`src/rtl/regfile_write_arbiter_if.sv`:
```
// Writeback request bundle plus the regfile write port, shared between the
// writeback sources (master) and regfile_write_arbiter (slave).
interface regfile_write_arbiter_if #(
  parameter int NREQ   = 2,
  parameter int DATA_W = 32,
  parameter int ADDR_W = 5
);
  logic [NREQ-1:0]        ReqValid;
  logic [NREQ*ADDR_W-1:0] ReqAddr;
  logic [NREQ*DATA_W-1:0] ReqData;
  logic [NREQ-1:0]        ReqReady;
  logic [ADDR_W-1:0]      WriteRegister;
  logic [DATA_W-1:0]      WriteData;
  logic                   RegWrite;

  modport master (
    output ReqValid, ReqAddr, ReqData,
    input  ReqReady, WriteRegister, WriteData, RegWrite
  );

  modport slave (
    input  ReqValid, ReqAddr, ReqData,
    output ReqReady, WriteRegister, WriteData, RegWrite
  );
endinterface

```
`src/rtl/regfile_write_arbiter.sv`:
```
// Round-robin arbiter sharing the regfile write port among NREQ writeback sources.
// Define REGFILE_ARB_FIXED_PRIO_EN for fixed priority (lowest valid index wins).
module regfile_write_arbiter #(
  parameter int NREQ   = 2,
  parameter int DATA_W = 32,
  parameter int ADDR_W = 5
) (
  input  logic                   Clk,
  input  logic                   Reset,
  input  logic                   Hold,
  regfile_write_arbiter_if.slave bus
);

  localparam int PTR_W = (NREQ > 1) ? $clog2(NREQ) : 1;

  logic [NREQ-1:0]   w_grant;
  logic [PTR_W-1:0]  w_grantIdx;
  logic              w_fire;
  logic [ADDR_W-1:0] w_addr;
  logic [DATA_W-1:0] w_data;

  logic              r_regWrite;
  logic [ADDR_W-1:0] r_writeRegister;
  logic [DATA_W-1:0] r_writeData;

`ifdef REGFILE_ARB_FIXED_PRIO_EN
`else
  logic [PTR_W-1:0]  r_ptr;
`endif

  // Circular search for the first valid requester; Reset and Hold mask all grants.
  always_comb begin
    int idx;
    w_grant    = '0;
    w_grantIdx = '0;
    w_fire     = 1'b0;
    idx        = 0;
    if (!Reset && !Hold) begin
      for (int k = 0; k < NREQ; k++) begin
`ifdef REGFILE_ARB_FIXED_PRIO_EN
        idx = k;
`else
        idx = (int'(r_ptr) + k) % NREQ;
`endif
        if (!w_fire && bus.ReqValid[idx]) begin
          w_fire       = 1'b1;
          w_grant[idx] = 1'b1;
          w_grantIdx   = PTR_W'(idx);
        end
      end
    end
  end

  assign w_addr = bus.ReqAddr[int'(w_grantIdx)*ADDR_W +: ADDR_W];
  assign w_data = bus.ReqData[int'(w_grantIdx)*DATA_W +: DATA_W];

`ifdef REGFILE_ARB_FIXED_PRIO_EN
`else
  always_ff @(posedge Clk) begin
    if (Reset) begin
      r_ptr <= '0;
    end else if (w_fire) begin
      r_ptr <= (w_grantIdx == PTR_W'(NREQ - 1)) ? '0 : w_grantIdx + 1'b1;
    end
  end
`endif

  // Register-zero writes are consumed but leave RegWrite low.
  always_ff @(posedge Clk) begin
    if (Reset) begin
      r_regWrite      <= 1'b0;
      r_writeRegister <= '0;
      r_writeData     <= '0;
    end else if (w_fire) begin
      r_regWrite      <= (w_addr != '0);
      r_writeRegister <= w_addr;
      r_writeData     <= w_data;
    end else begin
      r_regWrite      <= 1'b0;
    end
  end

  assign bus.ReqReady      = w_grant;
  assign bus.RegWrite      = r_regWrite;
  assign bus.WriteRegister = r_writeRegister;
  assign bus.WriteData     = r_writeData;

endmodule

```
`src/flat_wrapper.sv`:
```
// flat-port wrapper written by rule: the top's interface ports become plain ports
module regfile_write_arbiter_flat 
#(
  parameter int NREQ   = 2,
  parameter int DATA_W = 32,
  parameter int ADDR_W = 5
)
  (Clk, Reset, Hold, bus_ReqValid, bus_ReqAddr, bus_ReqData, bus_ReqReady, bus_WriteRegister, bus_WriteData, bus_RegWrite);
  regfile_write_arbiter_if #(.NREQ(NREQ), .DATA_W(DATA_W), .ADDR_W(ADDR_W)) bus_i ();
  input  logic Clk;
  input  logic Reset;
  input  logic Hold;
  input wire logic [$bits(bus_i.ReqValid)-1:0] bus_ReqValid;
  input wire logic [$bits(bus_i.ReqAddr)-1:0] bus_ReqAddr;
  input wire logic [$bits(bus_i.ReqData)-1:0] bus_ReqData;
  output wire logic [$bits(bus_i.ReqReady)-1:0] bus_ReqReady;
  output wire logic [$bits(bus_i.WriteRegister)-1:0] bus_WriteRegister;
  output wire logic [$bits(bus_i.WriteData)-1:0] bus_WriteData;
  output wire logic [$bits(bus_i.RegWrite)-1:0] bus_RegWrite;
  assign bus_i.ReqValid = bus_ReqValid;
  assign bus_i.ReqAddr = bus_ReqAddr;
  assign bus_i.ReqData = bus_ReqData;
  assign bus_ReqReady = bus_i.ReqReady;
  assign bus_WriteRegister = bus_i.WriteRegister;
  assign bus_WriteData = bus_i.WriteData;
  assign bus_RegWrite = bus_i.RegWrite;
  regfile_write_arbiter #(.NREQ(NREQ), .DATA_W(DATA_W), .ADDR_W(ADDR_W)) u_core (.Clk(Clk), .Reset(Reset), .Hold(Hold), .bus(bus_i));
endmodule
```
`config.mk`:
```
export PLATFORM = sky130hd
export DESIGN_NAME = regfile_write_arbiter_flat
export DESIGN_NICKNAME = d
export VERILOG_FILES = /design/src/rtl/regfile_write_arbiter_if.sv /design/src/rtl/regfile_write_arbiter.sv /design/src/flat_wrapper.sv
export SDC_FILE = /design/constraint.sdc
export NUM_CORES = 1
export LEC_CHECK = 0
export ABC_AREA = 1
export CAP_MARGIN = 10
export CORE_MARGIN = 3
export CORE_UTILIZATION = 41
export CTS_CLUSTER_DIAMETER = 200
export CTS_CLUSTER_SIZE = 12
export DETAILED_ROUTE_END_ITERATION = 6
export PLACE_DENSITY = 0.86
export SLEW_MARGIN = 30
export SYNTH_ARGS = -nofsm -noshare
export SYNTH_HDL_FRONTEND = slang
export SYNTH_SLANG_ARGS = --single-unit
```
`constraint.sdc`:
```
create_clock -name Clk -period 2.94 [get_ports Clk]
set_input_delay 0.294 -clock Clk [delete_from_list [all_inputs] [get_ports Clk]]
set_output_delay 0.294 -clock Clk [all_outputs]
set_load 0.02 [all_outputs]
```
==> impl_summary.md <==
Outcome
The flow ran to the end, and the final reports show no timing, DRC or antenna violations.

Worst hold path
In this run the worst hold path is classified as reg2reg. The startpoint identified for the worst hold timing path is u_core.r_ptr.

Worst setup path
The worst setup path startpoint is Reset. The master of the slowest instance on the critical path is sky130_fd_sc_hd__clkdlybuf4s50_1. In this run the critical register-to-register path is captured at u_core.bus.RegWrite. The worst setup slack for register-to-register paths is 1.44 ns.

In this run the worst path has a maximum fanout of 5. The path length in cells of the critical path is 5. The stage delay of the slowest cell on the critical path is 0.61 ns. The launch point of the worst reg-to-reg path is u_core.r_ptr. The capture point of the critical path is bus_ReqReady[0].

The worst setup path is of the in2out kind. The critical path goes through clkdlybuf4s50_1 -> nor2_4 -> o21ai_2 -> nor2_1 -> clkdlybuf4s50_1. The worst setup path is launched from a primary input.

Among cell families on the critical path, the largest total delay comes from buffers and inverters. The most frequent cell on the critical path is sky130_fd_sc_hd__clkdlybuf4s50_1. Measured in cells, the most critical reg-to-reg path has a length of 9. The required time of the worst setup path is 2.65 ns. The worst endpoint data arrival time is 1.77 ns. The worst setup path is captured at an output port. Together, buffers and inverters on the worst path number 2.

Pwr
The static leakage is 1.62 nW. The power per cell area is 388 mW/mm². The part of the total power dissipated in the clock network is 26.6%. The analysis attributes to net switching a power of 0.000355 W. The switching share of power is 27.7%. The share of total power dissipated in sequential elements is 45.2%. The overall power of the completed layout is 0.00128 W.

Of the total power, combinational logic draws 28.2%. VDD sags by at most 0.211 mV. The design internal power is 0.000926 W.

Synth
After synthesis, the cell types taking the most area are sky130_fd_sc_hd__dfxtp_1 (39%), sky130_fd_sc_hd__nand2_1 (22%), sky130_fd_sc_hd__nor2_1 (14%). The net count after synthesis is 420. The mapped netlist covers 0.00202 mm². Sequential elements use 38.7% of the synthesized area. The biggest area contributor in the post-synthesis netlist is sky130_fd_sc_hd__dfxtp_1. The register bit count reported by yosys is 39. The most common cell in the netlist is sky130_fd_sc_hd__nand2_1. After synthesis, the share of flip-flops with an asynchronous set or reset is 0%. In this run, synthesis inferred 0 flip-flops with an integrated enable. By count the netlist is led by sky130_fd_sc_hd__nand2_1 (116), sky130_fd_sc_hd__nor2_1 (77), sky130_fd_sc_hd__inv_1 (46). The synthesized area per cell is 5.92 µm². Among all flip-flop cells after synthesis, the most frequent one is sky130_fd_sc_hd__dfxtp_1.

The netlist uses 15 different library cells. The cell count after synthesis came out at 341. The number of synthesis warnings is 0. The area share of the largest cell type after synthesis is 38.7%.

Floorplanning
For this configuration, the core starts out at a cell density of 44.2%. After floorplanning, the core was sized to cover 0.00456 mm². The floorplan has 24 rows. Measured along the x axis, the die boundary spans 76.2 µm. The floorplan step defined a die boundary enclosing 0.00580 mm². For this design the top-level I/O count stands at 119. The height of the die is 76.2 µm.

Finish
At the end of the flow, the number of nets in the layout was 530. Summing all non-filler instances in the final layout gives an area of 0.00330 mm². The area added between synthesis and finish is 63.6%.

The final cell utilization of the core is 72.4%. The multi-input combinational cells in the finished layout cover a total of 956 µm². The repair_antennas step left the layout with diodes totalling 0. The filler cell count in the final layout is 422. The fraction of final layout cells with drive strength greater than 1 is 3.32%. The area used by sequential logic in the layout is 781 µm².

Timing
The hold violation total from the final report is 0. The count of final setup violators is 0. The count of final max-slew check failures is 0. The maximum achievable frequency is 484 MHz. The worst pin sits at a relative slew slack of 72.1%. On the final layout, the worst clock skew is 0.00331 ns. Across all setup checks in the final design, the least slack found is 0.874 ns.

Of the available clock period, the critical path in the final layout requires 70.3%. Setup repair after global routing left no endpoint under its margin. For the pin with the worst max-slew slack, the measured transition is 0.419 ns. The post-layout minimum cycle time is 2.07 ns. The setup TNS after final layout is 0 ns.

Detailed routing
The detailed-routing iteration count for the pre-antenna-repair pass is 4. Across all layers, the routed design uses 2,329 vias. The count of nets left with antenna violations once routing finished came out at 0. Dividing the detail-routed wire length by the instance count gives 11.3 µm.

Summed over all layers, the routed wires come to 5.86 mm. For this run, design rule violations remaining after detail routing come to 0. The detail-routed via count per cell is 4.50.

After the first detailed-routing iteration, the DRC count stood at 114.

Clock network
Hold repair after CTS inserted 0 buffers. The post-CTS clock slew at the launch and capture registers of the worst setup and hold paths is 0.07 ns. The CTS tree is built.

The clock passes through at most 2 buffers. The count of instances resized after the clock tree is built is 0. The clock insertion delay at the later pin of the skew report is 0.28 ns. The total CTS buffers is 5.

The clock sink count is 39. The maximum level of the CTS H-tree is 2. The clock root buffer is sky130_fd_sc_hd__clkbuf_8. The post-CTS setup repair buffer count is 0.

GRT
The first global-routing pass estimated 9.89 mm of wire. The initial antenna violation count is 0. Entering global routing, the biggest net connects 59 pins. Global routing consumed, over all layers together, 20.5% of the routing resources. The leftover overflow at the end of global routing is 0. The via count of the first global-routing pass is 2,188.

Flow run
The max-capacitance violation count is 0.

Placed design
The final RePlAce weighted congestion is 0.740. The number of port buffers is 118. The detailed placer's ending HPWL is 4.34 mm. After detailed placement, the total cell area comes to 0.00322 mm². Timing analysis after detailed placement gives a worst setup slack of 0.886 ns.
-- sequential cells by signal, indices dropped and copies added (netlist names) --
name                      flops
u_core.r_ptr                  1
u_core.bus.WriteRegister      5
u_core.bus.WriteData         32
u_core.bus.RegWrite           1
-- per-layer routing --
layer / vias up / share of wire, % / global-route usage [%]
li1: 1224 / - / -
met1: 1009 / 42 / 23.2
met2: 88 / 46 / 35.2
met3: 8 / 11 / 8.87
met4: 0 / 1.1 / 5.98
met5: - / 0 / 0
-- cell type report --
class / count / area share (%)
clock buffers: 7 / 2.31
clock inverters: 1 / 0.152
inverters: 48 / 5.45
multi-input cells: 235 / 28.9
flip-flops and latches: 39 / 23.6
well taps: 65 / 2.46
repair buffers: 122 / 37.0
-- power groups by stage --
stage	clock, W	combinational (W)	sequential [W]
floorplan	0	0.000125	0.000633
global placement	0	0.000356	0.000590
detailed placement	0	0.000362	0.000592
CTS	0.000352	0.000364	0.000580
global route	0.000378	0.000397	0.000583
finish	0.000340	0.000361	0.000580
-- worst reg2reg max path, delay by kind of cell, from the launching register on --
| family | cells | cell delay [ns] |
|---|---|---|
| AOI/OAI and AO/OA | 1 | 0.11 |
| buffers and inverters | 2 | 0.45 |
| DFF | 1 | 0.30 |
| and+or+nand+nor | 6 | 0.53 |
-- cells in the final DEF (no fill, tap or decap), drive strengths merged --
cell,synthesis,routed
clkinv,0,1
clkbuf,4,7
nor2,78,78
buf,15,4
nand3,34,34
clkdlybuf4s50,0,118
o21ai,3,3
nand2,116,116
inv,48,48
dfxtp,39,39
a211oi,1,1
nand4,3,3
-- logic make-up (layout without fill, tap and decap cells) --
group           Yosys count  count (layout)  synth area share [%]
flops                    39              39                  38.7
buf+inv                  67             178                  14.0
compound gates            4               4                  1.30
simple gates            231             231                  46.0
-- through the flow --
stage,hold WS [ns],instances
2_1_floorplan,0.444,341
3_3_place_gp,0.473,509
3_5_place_dp,0.492,509
4_1_cts,0.504,517
5_1_grt,0.533,517
6_report,0.491,517
-- worst min path at each step --
stage                         to  slack [ns]  cells past startpoint
finish              u_core.r_ptr        0.49                      2
CTS                 u_core.r_ptr        0.50                      2
global route        u_core.r_ptr        0.53                      2
detailed placement  u_core.r_ptr        0.49                      2
floorplan           u_core.r_ptr        0.44                      2
global placement    u_core.r_ptr        0.47                      2
Power figures use the tool's default switching activity.
